===== src/rtl/reg_bus_master.sv =====
// Initiator for the 4-phase req/ack register-bank handshake: takes one client
// command at a time, runs the bus handshake with per-phase timeouts, reports result.
module reg_bus_master #(
  parameter int data_width     = 32,
  parameter int addr_width     = 5,
  parameter int timeout_cycles = 16
) (
  input  logic                  clk,
  input  logic                  reset,
  input  logic                  cmd_valid,
  output logic                  cmd_ready,
  input  logic                  cmd_rw,
  input  logic [addr_width-1:0] cmd_addr,
  input  logic [data_width-1:0] cmd_wdata,
  output logic                  rsp_valid,
  output logic [data_width-1:0] rsp_rdata,
  output logic                  rsp_err,
  output logic                  busy,
  output logic                  req,
  input  logic                  ack,
  output logic                  rw,
  output logic [addr_width-1:0] addr,
  output logic [data_width-1:0] data_in,
  input  logic [data_width-1:0] data_out
);

  localparam int TW = (timeout_cycles > 2) ? $clog2(timeout_cycles) : 1;
  localparam logic [TW-1:0] T_LAST = TW'(timeout_cycles - 1);

  typedef enum logic [1:0] {
    S_IDLE    = 2'd0,
    S_REQ     = 2'd1,
    S_RELEASE = 2'd2
  } state_t;

  state_t                state_q;
  logic [TW-1:0]         timer_q;
  logic [TW-1:0]         timer_d;
  logic                  err_flag_q;
  logic                  req_q;
  logic                  rw_q;
  logic [addr_width-1:0] addr_q;
  logic [data_width-1:0] data_in_q;
  logic                  rsp_valid_q;
  logic                  rsp_err_q;
  logic [data_width-1:0] rsp_rdata_q;

  // The timer is cleared whenever it reaches T_LAST, so it never wraps.
  assign timer_d = timer_q + TW'(1);

  always_ff @(posedge clk) begin
    if (!reset) begin
      state_q     <= S_IDLE;
      timer_q     <= '0;
      err_flag_q  <= 1'b0;
      req_q       <= 1'b0;
      rw_q        <= 1'b0;
      addr_q      <= '0;
      data_in_q   <= '0;
      rsp_valid_q <= 1'b0;
      rsp_err_q   <= 1'b0;
      rsp_rdata_q <= '0;
    end else begin
      rsp_valid_q <= 1'b0;
      rsp_err_q   <= 1'b0;
      unique case (state_q)
        S_IDLE: begin
          if (cmd_valid) begin
            rw_q      <= cmd_rw;
            addr_q    <= cmd_addr;
            data_in_q <= cmd_rw ? cmd_wdata : '0;
            req_q     <= 1'b1;
            timer_q   <= '0;
            state_q   <= S_REQ;
          end
        end
        S_REQ: begin
          // An ack that is already high on entry is accepted right away.
          if (ack) begin
            req_q      <= 1'b0;
            err_flag_q <= 1'b0;
            if (!rw_q) begin
              rsp_rdata_q <= data_out;
            end
            timer_q <= '0;
            state_q <= S_RELEASE;
          end else if (timer_q == T_LAST) begin
            req_q      <= 1'b0;
            err_flag_q <= 1'b1;
            timer_q    <= '0;
            state_q    <= S_RELEASE;
          end else begin
            timer_q <= timer_d;
          end
        end
        S_RELEASE: begin
          if (!ack) begin
            rsp_valid_q <= 1'b1;
            rsp_err_q   <= err_flag_q;
            timer_q     <= '0;
            state_q     <= S_IDLE;
          end else if (timer_q == T_LAST) begin
            rsp_valid_q <= 1'b1;
            rsp_err_q   <= 1'b1;
            timer_q     <= '0;
            state_q     <= S_IDLE;
          end else begin
            timer_q <= timer_d;
          end
        end
        default: begin
          req_q   <= 1'b0;
          timer_q <= '0;
          state_q <= S_IDLE;
        end
      endcase
    end
  end

  assign cmd_ready = (state_q == S_IDLE);
  assign busy      = (state_q != S_IDLE);
  assign req       = req_q;
  assign rw        = rw_q;
  assign addr      = addr_q;
  assign data_in   = data_in_q;
  assign rsp_valid = rsp_valid_q;
  assign rsp_err   = rsp_err_q;
  assign rsp_rdata = rsp_rdata_q;

endmodule

===== config.mk =====
export PLATFORM = sky130hd
export DESIGN_NAME = reg_bus_master
export DESIGN_NICKNAME = d
export VERILOG_FILES = /design/src/rtl/reg_bus_master.sv
export SDC_FILE = /design/constraint.sdc
export NUM_CORES = 1
export LEC_CHECK = 0
export ABC_AREA = 1
export BUFFER_PORTS_ARGS = -buffer_cell sky130_fd_sc_hd__clkbuf_2
export CAP_MARGIN = 10
export CORE_ASPECT_RATIO = 0.5
export CORE_UTILIZATION = 49
export DETAILED_ROUTE_END_ITERATION = 12
export PLACE_DENSITY = 0.93
export SLEW_MARGIN = 20
export SYNTH_ARGS = -nofsm -noshare
export SYNTH_HDL_FRONTEND = slang
export SYNTH_SLANG_ARGS = --single-unit

===== constraint.sdc =====
create_clock -name clk -period 2.7 [get_ports clk]
set_clock_uncertainty 0.1 [all_clocks]
set_input_delay 0.54 -clock clk [delete_from_list [all_inputs] [get_ports clk]]
set_output_delay 0.54 -clock clk [all_outputs]
set_load 0.01 [all_outputs]

==> flow_summary_export.csv, run 1 <==
group,metric,value,unit
job,cap_viol_max_count,0,
detailed_routing,drtPass1Iterations,4,
grt,first_global_vias,2620,
timing,tightest_slew,721,ps
worst_setup_path,cp_cell_sequence,"inv_1 > ha_1 > inv_1 > clkbuf_2",
detailed_routing,wl_per_cell,11.7,µm
pwr,combPwrFrac,0.137,
cts,cts_buffers,9,
pwr,p_sw_frac,0.255,
min_path,hold_path_class,"input port to flip-flop",
placement,numPortBuffers,148,
timing,fin_crit,1870,ps
grt,grt_first_pass_wirelength,11600,µm
cts,cts_resized,0,
grt,grt_max_degree,40,
yosys,synth_seq_area_share,0.536,
grt,grt_usage,0.230,
detailed_routing,dr.first_iter.drc_count,128,
yosys,synth_cell_types,22,
placement,routabilityCongestion,0.788,
yosys,yosys_warnings,0,
layout,num-nets-final,597,
cts,postCtsHoldBufs,0,
yosys,avgSynthCellArea,7.91,µm²
placement,hpwl,4860,µm
worst_setup_path,end_kind,"output pin",
cts,cts.sinks,80,
cts,cts_tree,"yes",
yosys,synth_nets,456,
timing,hold_violations,0,
yosys,ys_ff_latch,80,
layout,fillers,467,
worst_setup_path,cp_common_cell,"inv_1",
cts,clk_pin_slew,60,ps
pwr,p_switching,0.701,mW
timing,max_freq,536,MHz
timing,slew_headroom,0.518,
worst_setup_path,crit_fanout,4,
floorplan,die_h,57.2,µm
layout,final_util,0.698,
cts,postCtsSetupBuffers,0,
floorplan,core,0.00568,mm²
cts,clkLatencyLatePin,320,ps
worst_setup_path,critPathKind,"flip-flop to output pin",
timing,rsz0062_at_grt,"no",
timing,tns,0,ps
cts,root_buffer,"clkbuf_16",
pwr,power_density,693,mW/mm²
grt,antenna_found_initial,0,
floorplan,die_w,112,µm
floorplan,dieArea,0.00644,mm²
worst_setup_path,arrival,1230,ps
min_path,hold_depth,3,
pwr,p_seq_frac,0.471,
pwr,power.total,2.75,mW
detailed_routing,viasPerCell,4.88,
worst_setup_path,cp_slowest_cell,"dfxtp_1",
pwr,p_clk_frac,0.392,
yosys,syn_inst,378,
worst_setup_path,cpPeakStageDelay,360,ps
layout,area_delta_synth_final,32.6,%
floorplan,rows,19,
grt,top_usage_layer,"met2",
grt,met2_usage,0.421,
cts,htreeDepth,3,
worst_setup_path,cp.required,2060,ps
timing,fin_crit_sh,0.692,
floorplan,ioPinCount,149,
detailed_routing,drc,0,
pwr,peakVddDrop,394,µV
grt,grt-ovfl-total,0,
timing,setup_viol,0,
detailed_routing,postRouteAntennaNets,0,
worst_setup_path,ff2ff_path_depth,6,
detailed_routing,vias,2911,
pwr,p_leak,1.96,nW
layout,drive_above_1_share,0.334,
cts,cts.path.max_buffers,2,
floorplan,start_util,0.526,
worst_setup_path,startpoint_type,"flip-flop",
yosys,syn-cell-area,0.00299,mm²
timing,report.final.slew_viol_count,0,
pwr,internal_power,2.05,mW
grt,grtUsageMet3,0.0765,
detailed_routing,drt-total-wl,6980,µm
status,status,"completed",
grt,grtUsageMet1,0.256,
layout,n_antenna_cell,0,
==> through the flow <==
| stage | setup slack [ps] | instances | instance area (µm²) | hold WS, ps |
|---|---|---|---|---|
| after floorplan | 1290 | 378 | 2990 | 341 |
| after global placement | 911 | 581 | 3700 | 352 |
| after detailed placement | 877 | 581 | 3700 | 355 |
| after CTS | 828 | 597 | 3970 | 325 |
| after global routing | 673 | 597 | 3970 | 327 |
| final | 833 | 597 | 3970 | 335 |
==> area by class of cell <==
| class | count | area, µm² | share of cell area |
|---|---|---|---|
| clock buffers | 13 | 250 | 0.0631 |
| repair buffers | 151 | 763 | 0.192 |
| flip-flops and latches | 80 | 1600 | 0.404 |
| inverters | 16 | 62.6 | 0.0158 |
| clock inverters | 3 | 17.5 | 0.00442 |
| multi-input cells | 261 | 1180 | 0.297 |
| well taps | 73 | 91.3 | 0.0230 |
==> sequential cells by signal, summed over array words and instances, names as in the netlist <==
name / flops
rsp_valid: 1
timer_q: 4
state_q: 2
rw: 1
err_flag_q: 1
data_in: 32
rsp_err: 1
addr: 5
rsp_rdata: 32
req: 1
==> metal layers <==
layer | vias up | routed length (µm)
li1 | 1485 | -
met1 | 1314 | 3140
met2 | 103 | 3350
met3 | 9 | 409
met4 | 0 | 70
met5 | - | 0
==> synth_stat cells <==
| library cell | instances | area [µm²] |
|---|---|---|
| a21oi_1 | 40 | 200 |
| buf_2 | 3 | 15.0 |
| buf_4 | 5 | 37.5 |
| buf_6 | 6 | 67.6 |
| clkbuf_1 | 7 | 26.3 |
| dfxtp_1 | 80 | 1600 |
| ha_1 | 4 | 50.1 |
| inv_1 | 14 | 52.6 |
| inv_2 | 1 | 3.75 |
| inv_4 | 1 | 6.26 |
| nand2_1 | 86 | 323 |
| nand2_2 | 2 | 12.5 |
| nand3_1 | 7 | 35.0 |
| nand4_1 | 2 | 12.5 |
| nor2_1 | 73 | 274 |
| nor2_2 | 5 | 31.3 |
| nor2_4 | 1 | 11.3 |
| nor2_8 | 1 | 20.0 |
| o211a_1 | 1 | 10.0 |
| o21a_1 | 2 | 15.0 |
| o21ai_0 | 23 | 115 |
| o21ai_1 | 14 | 70.1 |
==> logic make-up (layout without fill, tap and decap cells) <==
group / Yosys count / after routing / share of synthesized area
simple gates: 177 / 177 / 0.241
fa+ha+maj: 4 / 4 / 0.0167
buf+inv: 37 / 183 / 0.0699
compound gates: 80 / 80 / 0.137
flops: 80 / 80 / 0.536
==> layout by cell type (no fill, tap or decap), drive strengths merged <==
| master | netlist | layout |
|---|---|---|
| nor2 | 80 | 80 |
| nand2 | 88 | 88 |
| clkbuf | 7 | 161 |
| nand3 | 7 | 7 |
| ha | 4 | 4 |
| inv | 16 | 16 |
| o211a | 1 | 1 |
| o21ai | 37 | 37 |
| a21oi | 40 | 40 |
| buf | 14 | 3 |
| dfxtp | 80 | 80 |
| clkinv | 0 | 2 |
| clkinvlp | 0 | 1 |
| nand4 | 2 | 2 |
| o21a | 2 | 2 |
==> final timing paths <==
| path | end | start | slack, ps |
|---|---|---|---|
| min reg2reg | data_in[26] | data_in[26] | 360 |
| max reg2reg | data_in[15] | state_q[0] | 880 |
| max | busy | state_q[0] | 830 |
| min | rsp_rdata[26] | data_out[26] | 340 |
==> critical path: cells and delay by family (launching register included) <==
kind	cells	cell delay, ps
flops	1	360
buf+inv	3	300
fa+ha+maj	1	250
==> power groups by stage <==
stage	combinational, mW	sequential (mW)	clock [mW]
2_1_floorplan	0.195	1.35	0
3_3_place_gp	0.369	1.32	0
3_5_place_dp	0.377	1.32	0
4_1_cts	0.381	1.29	1.10
5_1_grt	0.421	1.30	1.16
6_report	0.378	1.30	1.08
(Power assumes the default switching activity.)
==> run 2: changes to the inputs <==
- ABC_AREA: 1 -> 0
- CORE_UTILIZATION: 49 -> 41
- PLACE_DENSITY: 0.93 -> 0.83
- clock period: 2.7 -> 1.5 ns (I/O delays scaled with it)
==> run 2 against run 1 <==
  * The flow now finishes with violations (DRC, setup timing)
  * Critical path depth is 3 higher
  * Synthesized area up 3.3%
  * Largest cell class unchanged
  * Highest routed layer unchanged
  * Critical path type is now flip-flop to flip-flop
  * Die area rose by 23%
  * First-iteration DRC count rose by 120%
  * Non-clock buffer count rose by 16
  * Combinational power grew to 2.6 times the previous value
  * Routed wire length is 23% higher
  * Global-route usage down 1.5 points
==> flow_summary_export.csv, run 2 <==
group,metric,value,unit
status,status,"finished, violations left",
status,violations,"DRC, setup timing",
cts,clk_pin_slew,60,ps
floorplan,rows,21,
worst_setup_path,arrival,1730,ps
grt,grt_usage,0.214,
yosys,synthArstFlopShare,0,
floorplan,dieArea,0.00791,mm²
worst_setup_path,ff2ff_path_depth,7,
worst_setup_path,end_kind,"flip-flop",
timing,whs,83.6,ps
layout,final_cell_mix,"clkbuf_2 (146), nand2_1 (115), dfxtp_1 (77)",
yosys,syn_inst,374,
yosys,synth_area_leaders,"dfxtp_1 (52%), nand2_1 (14%), a21oi_1 (12%), nand3_1 (5.5%), buf_2 (1.8%)",
yosys,synth_largest_area_cell,"dfxtp_1",
pwr,p_leak,1.95,nW
floorplan,start_util,0.442,
worst_setup_path,crit_path_start,"state_q[0]",
cts,postCtsHoldBufs,0,
worst_setup_path,cp-endpoint,"data_in[26]",
cts,htreeDepth,3,
yosys,synth_seq_area_share,0.518,
grt,grt_max_degree,47,
detailed_routing,wl_per_cell,13.8,µm
cts,clkLatencyLatePin,330,ps
placement,hpwl,5320,µm
yosys,ys_ff_latch,80,
yosys,synthFlopType,"dfxtp_1",
worst_setup_path,cp.required,1660,ps
detailed_routing,drc,11,
detailed_routing,drt-total-wl,8560,µm
cts,cts_buffers,9,
yosys,synth_nets,452,
worst_setup_path,startpoint_type,"flip-flop",
detailed_routing,viasPerCell,5.05,
worst_setup_path,rr_startpoint,"state_q[0]",
layout,final_util,0.629,
layout,area_delta_synth_final,42.2,%
yosys,synth_top_area_share,0.518,
yosys,syn-cell-area,0.00309,mm²
yosys,synth_cell_types,32,
layout,n_antenna_cell,0,
layout,final_common_cell,"clkbuf_2",
grt,antenna_found_initial,0,
yosys,ys_top_cells_by_count,"nand2_1 (115), dfxtp_1 (80), a21oi_1 (76), nand3_1 (34)",
layout,fillers,568,
yosys,avgSynthCellArea,8.26,µm²
timing,slew_headroom,0.800,
floorplan,core,0.00699,mm²
pwr,peakVddDrop,738,µV
placement,numPortBuffers,148,
timing,max_freq,637,MHz
min_path,min_from,"data_out[12]",
timing,rsz0062_at_grt,"yes",
cts,cts.path.max_buffers,2,
worst_setup_path,r2r_slack,-70,ps
worst_setup_path,crit_fanout,15,
detailed_routing,dr.first_iter.drc_count,280,
cts,root_buffer,"clkbuf_16",
yosys,synth_edf_count,0,
yosys,yosys_warnings,0,
job,cap_viol_max_count,0,
floorplan,ioPinCount,149,
cts,cts.sinks,80,
grt,grt-ovfl-total,0,
cts,cts_tree,"yes",
pwr,power_density,1230,mW/mm²
timing,fin_crit_sh,1.05,
timing,tightest_slew,299,ps
timing,setup_viol,4,
detailed_routing,postRouteAntennaNets,0,
placement,routabilityCongestion,0.896,
detailed_routing,drtPass1Iterations,9,
layout,num-nets-final,601,
min_path,hold_path_class,"input port to flip-flop",
floorplan,die_w,125,µm
timing,report.final.slew_viol_count,0,
timing,worst_slack,-70.5,ps
timing,hold_violations,0,
worst_setup_path,critPathKind,"flip-flop to flip-flop",
floorplan,die_h,63.4,µm
grt,first_global_vias,2943,
timing,fin_crit,1570,ps
yosys,synth.most_common_cell,"nand2_1",
detailed_routing,vias,3131,
grt,grt_first_pass_wirelength,13400,µm
layout,drive_above_1_share,0.384,
worst_setup_path,r2r_end,"data_in[26]",
==> run 2: cell families (layout without fill, tap and decap cells) <==
family,Yosys count,count (layout),synth area share
buffers and inverters,36,189,0.0692
adder cells (fa/ha/maj),4,4,0.0162
multiplexers,3,4,0.0113
AND/OR/NAND/NOR,166,166,0.234
flip-flops,80,80,0.518
AO/OA/AOI/OAI,85,85,0.151
==> run 2: power by group <==
part	switching, mW	internal, mW
sequential	0.0638	2.25
clock	0.815	1.29
combinational	0.535	0.461
total	1.41	4.00
==> run 2: area by class of cell <==
class                   count  area [µm²]  area share
well taps                  92         115      0.0262
flip-flops and latches     80        1610       0.366
inverters                   6        25.0     0.00569
repair buffers            167        1000       0.228
clock buffers              13         240      0.0547
multi-input cells         259        1360       0.310
clock inverters             3        42.5     0.00968
==> run 2: routing by layer <==
layer / part of all wire / vias to the layer above / wire (µm) / global-route usage
li1: - / 1552 / - / -
met1: 0.41 / 1465 / 3530 / 0.237
met2: 0.52 / 99 / 4440 / 0.388
met3: 0.049 / 15 / 421 / 0.0714
met4: 0.020 / 0 / 172 / 0.0756
met5: 0 / - / 0 / 0
==> run 2: repair_timing <==
item | CTS | global route
pin swaps | 1 | 7
cloned | 1 | 2
setup endpoints to repair | 6 | 59
buffers inserted | 3 | 1
resized for setup | 8 | 17
==> run 2: worst max-delay path, stage by stage (launching register included) <==
cell	delay, ps
dfxtp_2	320
inv_2	90
ha_4	160
buf_4	130
and2_4	210
clkbuf_16	190
nand3_1	100
a21oi_1	190
==> run 2: how the worst min path moves through the flow <==
stage                                to  slack [ps]  cells after the start
after floorplan                 addr[0]         340                      2
after global placement      data_in[11]         340                      2
after detailed placement    data_in[27]         350                      2
after CTS                  rsp_rdata[6]          70                      3
after global routing       rsp_rdata[2]          80                      3
final                     rsp_rdata[12]          80                      3
==> run 2: metrics by stage <==
stage / total power [mW] / TNS (ps) / cell area (µm²) / instances / worst slack [ps]
5_1_grt: 5.66 / -1550 / 4390 / 620 / -145
3_5_place_dp: 3.20 / -40.1 / 3940 / 597 / -34.5
3_3_place_gp: 3.17 / 0 / 3940 / 597 / 45.3
6_report: 5.41 / -193 / 4390 / 620 / -70.5
2_1_floorplan: 2.86 / -1.99 / 3100 / 374 / -1.99
4_1_cts: 5.35 / -151 / 4270 / 617 / -43.3
